==> config.mk <==
export PLATFORM = sky130hd
export DESIGN_NAME = wb_lsu_master
export DESIGN_NICKNAME = d
export VERILOG_FILES = /design/src/rtl/wb_lsu_master.sv
export SDC_FILE = /design/constraint.sdc
export NUM_CORES = 1
export LEC_CHECK = 0
export CAP_MARGIN = 0
export CORE_MARGIN = 3
export CORE_UTILIZATION = 55
export CTS_CLUSTER_DIAMETER = 50
export DETAILED_ROUTE_END_ITERATION = 16
export DONT_BUFFER_PORTS = 1
export PLACE_DENSITY = 0.73
export SLEW_MARGIN = 10
export SYNTH_ARGS = -nofsm -noshare
export SYNTH_HDL_FRONTEND = slang
export SYNTH_SLANG_ARGS = --single-unit
==> constraint.sdc <==
create_clock -name clk_i -period 2 [get_ports clk_i]
set_input_delay 0.4 -clock clk_i [delete_from_list [all_inputs] [get_ports clk_i]]
set_output_delay 0.4 -clock clk_i [all_outputs]
set_load 0.03 [all_outputs]
==> src/rtl/wb_lsu_master.sv <==
// rtl/wb_lsu_master.sv - Wishbone pipelined-mode initiator for the core load/store unit
// One request in flight: IDLE -> REQ -> WAIT -> RESP, with lane steering, extension and timeout.
module wb_lsu_master #(
  parameter int XLEN    = 32,
  parameter int TIMEOUT = 255
) (
  input  logic              clk_i,
  input  logic              rst_ni,
  input  logic              req_valid_i,
  output logic              req_ready_o,
  input  logic              req_we_i,
  input  logic [1:0]        req_size_i,
  input  logic              req_unsigned_i,
  input  logic [XLEN-1:0]   req_addr_i,
  input  logic [XLEN-1:0]   req_wdata_i,
  output logic              rsp_valid_o,
  output logic              rsp_err_o,
  output logic [XLEN-1:0]   rsp_rdata_o,
  output logic              cyc_o,
  output logic              stb_o,
  output logic              we_o,
  output logic [XLEN-3:0]   adr_o,
  output logic [XLEN/8-1:0] sel_o,
  output logic [XLEN-1:0]   dat_o,
  input  logic [XLEN-1:0]   dat_i,
  input  logic              ack_i,
  input  logic              err_i,
  input  logic              stall_i
);

  localparam int SW = XLEN / 8;
  localparam int TW = $clog2(TIMEOUT + 1);
  localparam logic [TW-1:0] TLAST = TW'(TIMEOUT - 1);

  typedef enum logic [1:0] {S_IDLE, S_REQ, S_WAIT, S_RESP} state_t;

  state_t        state;
  logic [TW-1:0] timer;
  logic [1:0]    size_q;
  logic [1:0]    lane_q;
  logic          unsigned_q;

  logic            misaligned;
  logic [SW-1:0]   sel_next;
  logic [XLEN-1:0] wdata_rep;
  logic [XLEN-1:0] rshift;
  logic [XLEN-1:0] rdata_ext;
  logic            done;
  logic            done_err;

  assign req_ready_o = (state == S_IDLE);

  always_comb begin
    misaligned = (req_size_i == 2'd3) ||
                 (req_size_i == 2'd1 && req_addr_i[0]) ||
                 (req_size_i == 2'd2 && req_addr_i[1:0] != 2'b00);
    case (req_size_i)
      2'd0: begin
        sel_next  = SW'(1) << req_addr_i[1:0];
        wdata_rep = {SW{req_wdata_i[7:0]}};
      end
      2'd1: begin
        sel_next  = SW'(4'b0011) << req_addr_i[1:0];
        wdata_rep = {(XLEN/16){req_wdata_i[15:0]}};
      end
      default: begin
        sel_next  = SW'(4'b1111);
        wdata_rep = req_wdata_i;
      end
    endcase
  end

  // Lane-align the returned word using the offset and size latched at accept time.
  always_comb begin
    rshift = dat_i >> {lane_q, 3'b000};
    case (size_q)
      2'd0:    rdata_ext = {{(XLEN-8){~unsigned_q & rshift[7]}}, rshift[7:0]};
      2'd1:    rdata_ext = {{(XLEN-16){~unsigned_q & rshift[15]}}, rshift[15:0]};
      default: rdata_ext = rshift;
    endcase
  end

  // A strobe still stalled cannot complete, so ack/err only count in REQ once stall_i is low.
  always_comb begin
    done     = 1'b0;
    done_err = 1'b0;
    case (state)
      S_REQ: begin
        if (!stall_i && (ack_i || err_i)) begin
          done     = 1'b1;
          done_err = err_i;
        end else if (timer == TLAST) begin
          done     = 1'b1;
          done_err = 1'b1;
        end
      end
      S_WAIT: begin
        if (ack_i || err_i) begin
          done     = 1'b1;
          done_err = err_i;
        end else if (timer == TLAST) begin
          done     = 1'b1;
          done_err = 1'b1;
        end
      end
      default: ;
    endcase
  end

  always_ff @(posedge clk_i or negedge rst_ni) begin
    if (!rst_ni) begin
      state       <= S_IDLE;
      timer       <= '0;
      size_q      <= 2'd0;
      lane_q      <= 2'd0;
      unsigned_q  <= 1'b0;
      cyc_o       <= 1'b0;
      stb_o       <= 1'b0;
      we_o        <= 1'b0;
      adr_o       <= '0;
      sel_o       <= '0;
      dat_o       <= '0;
      rsp_valid_o <= 1'b0;
      rsp_err_o   <= 1'b0;
      rsp_rdata_o <= '0;
    end else begin
      case (state)
        S_IDLE: begin
          if (req_valid_i) begin
            timer      <= '0;
            size_q     <= req_size_i;
            lane_q     <= req_addr_i[1:0];
            unsigned_q <= req_unsigned_i;
            if (misaligned) begin
              state       <= S_RESP;
              rsp_valid_o <= 1'b1;
              rsp_err_o   <= 1'b1;
              rsp_rdata_o <= '0;
            end else begin
              state <= S_REQ;
              cyc_o <= 1'b1;
              stb_o <= 1'b1;
              we_o  <= req_we_i;
              adr_o <= req_addr_i[XLEN-1:2];
              sel_o <= sel_next;
              dat_o <= wdata_rep;
            end
          end
        end
        S_REQ, S_WAIT: begin
          timer <= timer + TW'(1);
          if (done) begin
            state       <= S_RESP;
            cyc_o       <= 1'b0;
            stb_o       <= 1'b0;
            rsp_valid_o <= 1'b1;
            rsp_err_o   <= done_err;
            rsp_rdata_o <= (done_err || we_o) ? '0 : rdata_ext;
          end else if (state == S_REQ && !stall_i) begin
            state <= S_WAIT;
            stb_o <= 1'b0;
          end
        end
        S_RESP: begin
          state       <= S_IDLE;
          rsp_valid_o <= 1'b0;
          rsp_err_o   <= 1'b0;
          rsp_rdata_o <= '0;
        end
        default: state <= S_IDLE;
      endcase
    end
  end

endmodule

==> flow_summary.json <==
{
  "placement.cell_area_mm2": 0.006424,
  "ioPinCount": 210,
  "clockPowerShare_pct": 21.0,
  "rsz0062_at_grt": "true",
  "cts_root_buffer": "clkbuf_8",
  "multiInputGateArea_mm2": 0.003055,
  "fillers": 778,
  "final_common_cell": "dfrtp_1",
  "cts_buffers": 17,
  "dp_hpwl_mm": 10.85,
  "ff_latch_area_mm2": 0.002953,
  "grt_usage_pct": 25.02,
  "violations": "hold timing",
  "fp-row-count": 38,
  "hold_viol": 118,
  "worstPathMaxFanout": 18,
  "status": "complete, but fails checks",
  "cp.required_ps": 2400,
  "drtIter0Drc": 276,
  "hold_class": "input port to async pin",
  "clockBufferDepth": 2,
  "holdBufCountCts": 13,
  "grt_pass1_vias": 4825,
  "yosysSeqAreaShare_pct": 47.77,
  "critPathArrivalTime_ps": 2350,
  "startpoint_type": "register",
  "first_pass_iters": 4,
  "fmax_ghz": 0.5140,
  "dr_total_vias": 4440,
  "syn_avg_cell_area_um2": 11.38,
  "wl_per_cell_um": 22.04,
  "htree_levels": 4,
  "slew_headroom_pct": 66.52,
  "grt_pass1_wl_mm": 25.32,
  "async_flop_share_pct": 100.0,
  "dp.cells": 663,
  "drcViolationCount": 0,
  "start_util_pct": 56.77,
  "layout_worst_path_cycle_share_pct": 97.27,
  "setup_viol": 0,
  "worstMarginPinSlew_ps": 502.3,
  "die_w_um": 112.0,
  "swShare_pct": 47.29,
  "die_y_um": 112.0,
  "final_cell_mix": "dfrtp_1 (118), o21ai_1 (50), mux2i_1 (44)",
  "ys_types": 53,
  "final_antenna_net_count": 0,
  "ys_warn_count": 0,
  "viasPerCell": 6.227,
  "finalInstanceArea_mm2": 0.007237,
  "syn_area_mm2": 0.006181,
  "dpl_worst_slack_ps": -169.7,
  "port_buffers": 0,
  "path_class": "register to register",
  "finalClockSkew_ps": 6.548,
  "finalSetupTns_ps": 0,
  "fin_ws_ps": 54.60,
  "drive_above_1_share_pct": 19.37,
  "wl_mm": 15.71,
  "antenna_found_initial": 0,
  "grt_max_degree": 119,
  "cellLeakagePower_nw": 3.248,
  "synth_ff_type": "dfrtp_1",
  "path_clk_slew_ps": 60,
  "drv_slew": 0,
  "ys_ff_latch": 118,
  "synthesis.nets": 656,
  "syn_inst": 543,
  "place_congestion": 0.8956,
  "holdWs_ps": -419.8,
  "fin_crit_ps": 1945,
  "synth_edf_count": 0,
  "grt-ovfl-total": 0,
  "stdcell_count": 713,
  "coreArea_mm2": 0.01089,
  "diodes": 0,
  "cts_tree": "done",
  "power_density_mw_per_mm2": 1926,
  "area_delta_synth_final_pct": 17.09,
  "max_cap_violations": 0,
  "clock_latency_ps": 510,
  "pwr-share-comb_pct": 32.2,
  "crit_path_end_kind": "register",
  "clock-sinks": 118,
  "pwr-share-seq_pct": 46.8,
  "intPower_mw": 7.348,
  "nNetsFinal": 673,
  "dieArea_mm2": 0.01255,
  "ir_drop_mv": 0.9816,
  "netSwitchingPower_mw": 6.593
}
sequential cells by signal, indices dropped and copies added (netlist names):
signal / count
timer: 8
state: 2
dat_o: 32
rsp_rdata_o: 32
we_o: 1
sel_o: 4
rsp_err_o: 1
rsp_valid_o: 1
size_q: 2
adr_o: 30
stb_o: 1
cyc_o: 1
unsigned_q: 1
lane_q: 2
layout make-up:
cell class	instances	area share [%]
clock inverters	11	1.729
inverters	7	0.3631
repair buffers	41	6.259
clock buffers	21	6.207
well taps	140	2.420
flip-flops and latches	118	40.80
multi-input cells	375	42.22
metrics by stage:
stage / util (%) / power, mW
floorplan: - / 9.542
global placement: 59.00 / 10.59
detailed placement: 59.00 / 10.80
CTS: 65.67 / 13.84
global route: 66.47 / 14.69
finish: 66.47 / 13.94
critical path: stages, from the launching register on:
cell and delay, ps:
dfrtp_1 380, inv_2 80, ha_4 190, nor2b_4 130, a2111oi_4 380, nand3b_4 140, buf_12 190, o41ai_2 340
cell families after synthesis:
family                   count (synthesis)  share of synthesized area (%)
buffers and inverters                   50                          3.947
flip-flops                             118                          47.77
AND/OR/NAND/NOR                        106                          8.563
multiplexers                            91                          15.69
AO/OA/AOI/OAI                          165                          21.76
adder cells (fa/ha/maj)                  7                          1.417
XOR/XNOR                                 6                         0.8504
routing by layer:
metal  vias up  wire, um  GRT usage, %
li1       2035         -             -
met1      2177      6160         29.82
met2       203      7601         40.73
met3        25      1690         11.37
met4         0       261         8.093
met5         -         0             0
final timing paths:
| path | cells past startpoint | slack (ps) | endpoint | start |
|---|---|---|---|---|
| setup / recovery | 7 | 50 | rsp_rdata_o[31] | state[0] |
| hold / removal | 0 | -420 | rsp_rdata_o[17] | rst_ni |
| setup reg to reg | 7 | 50 | rsp_rdata_o[31] | state[0] |
| hold reg to reg | 2 | 550 | timer[7] | timer[7] |
| max in group asynchronous | 0 | 2280 | dat_o[27] | rst_ni |
| min in group clk_i | 1 | 20 | dat_o[4] | req_wdata_i[4] |
power by group through the flow:
stage / Combinational, mW / Sequential (mW) / Clock (mW)
finish: 4.48 / 6.53 / 2.93
global route: 4.94 / 6.69 / 3.07
CTS: 4.32 / 6.54 / 2.97
detailed placement: 4.24 / 6.56 / 0
global placement: 4.06 / 6.53 / 0
floorplan: 3.38 / 6.16 / 0
synthesized netlist by cell type (3+ instances only):
| master | number | area, um2 |
|---|---|---|
| buf_4 | 3 | 22.52 |
| xor2_1 | 3 | 26.28 |
| and2_1 | 7 | 43.79 |
| inv_1 | 7 | 26.28 |
| xnor2_1 | 3 | 26.28 |
| a211oi_1 | 13 | 97.59 |
| a21o_1 | 3 | 22.52 |
| dfrtp_1 | 118 | 2953 |
| o21ai_1 | 51 | 255.2 |
| a21oi_1 | 13 | 65.06 |
| nand2_1 | 36 | 135.1 |
| and3_1 | 3 | 18.77 |
| nand2b_1 | 3 | 18.77 |
| clkbuf_1 | 22 | 82.58 |
| o21a_1 | 9 | 67.56 |
| mux2i_1 | 44 | 440.4 |
| o41ai_2 | 31 | 504.2 |
| a21boi_0 | 8 | 60.06 |
| mux2_2 | 7 | 78.83 |
| o21ai_0 | 18 | 90.09 |
| nor2b_1 | 11 | 68.82 |
| mux2_1 | 40 | 450.4 |
| nor2_1 | 30 | 112.6 |
| buf_6 | 4 | 45.04 |
| ha_1 | 7 | 87.58 |
| buf_2 | 12 | 60.06 |
timing repair:
item	4_1_cts	5_1_grt
resized for setup	1	6
endpoints found under the setup margin	18	83
buffers inserted	2	2
gates cloned	0	1
hold endpoints to repair	131	118
Note: power is estimated with default switching activity, not from simulation.
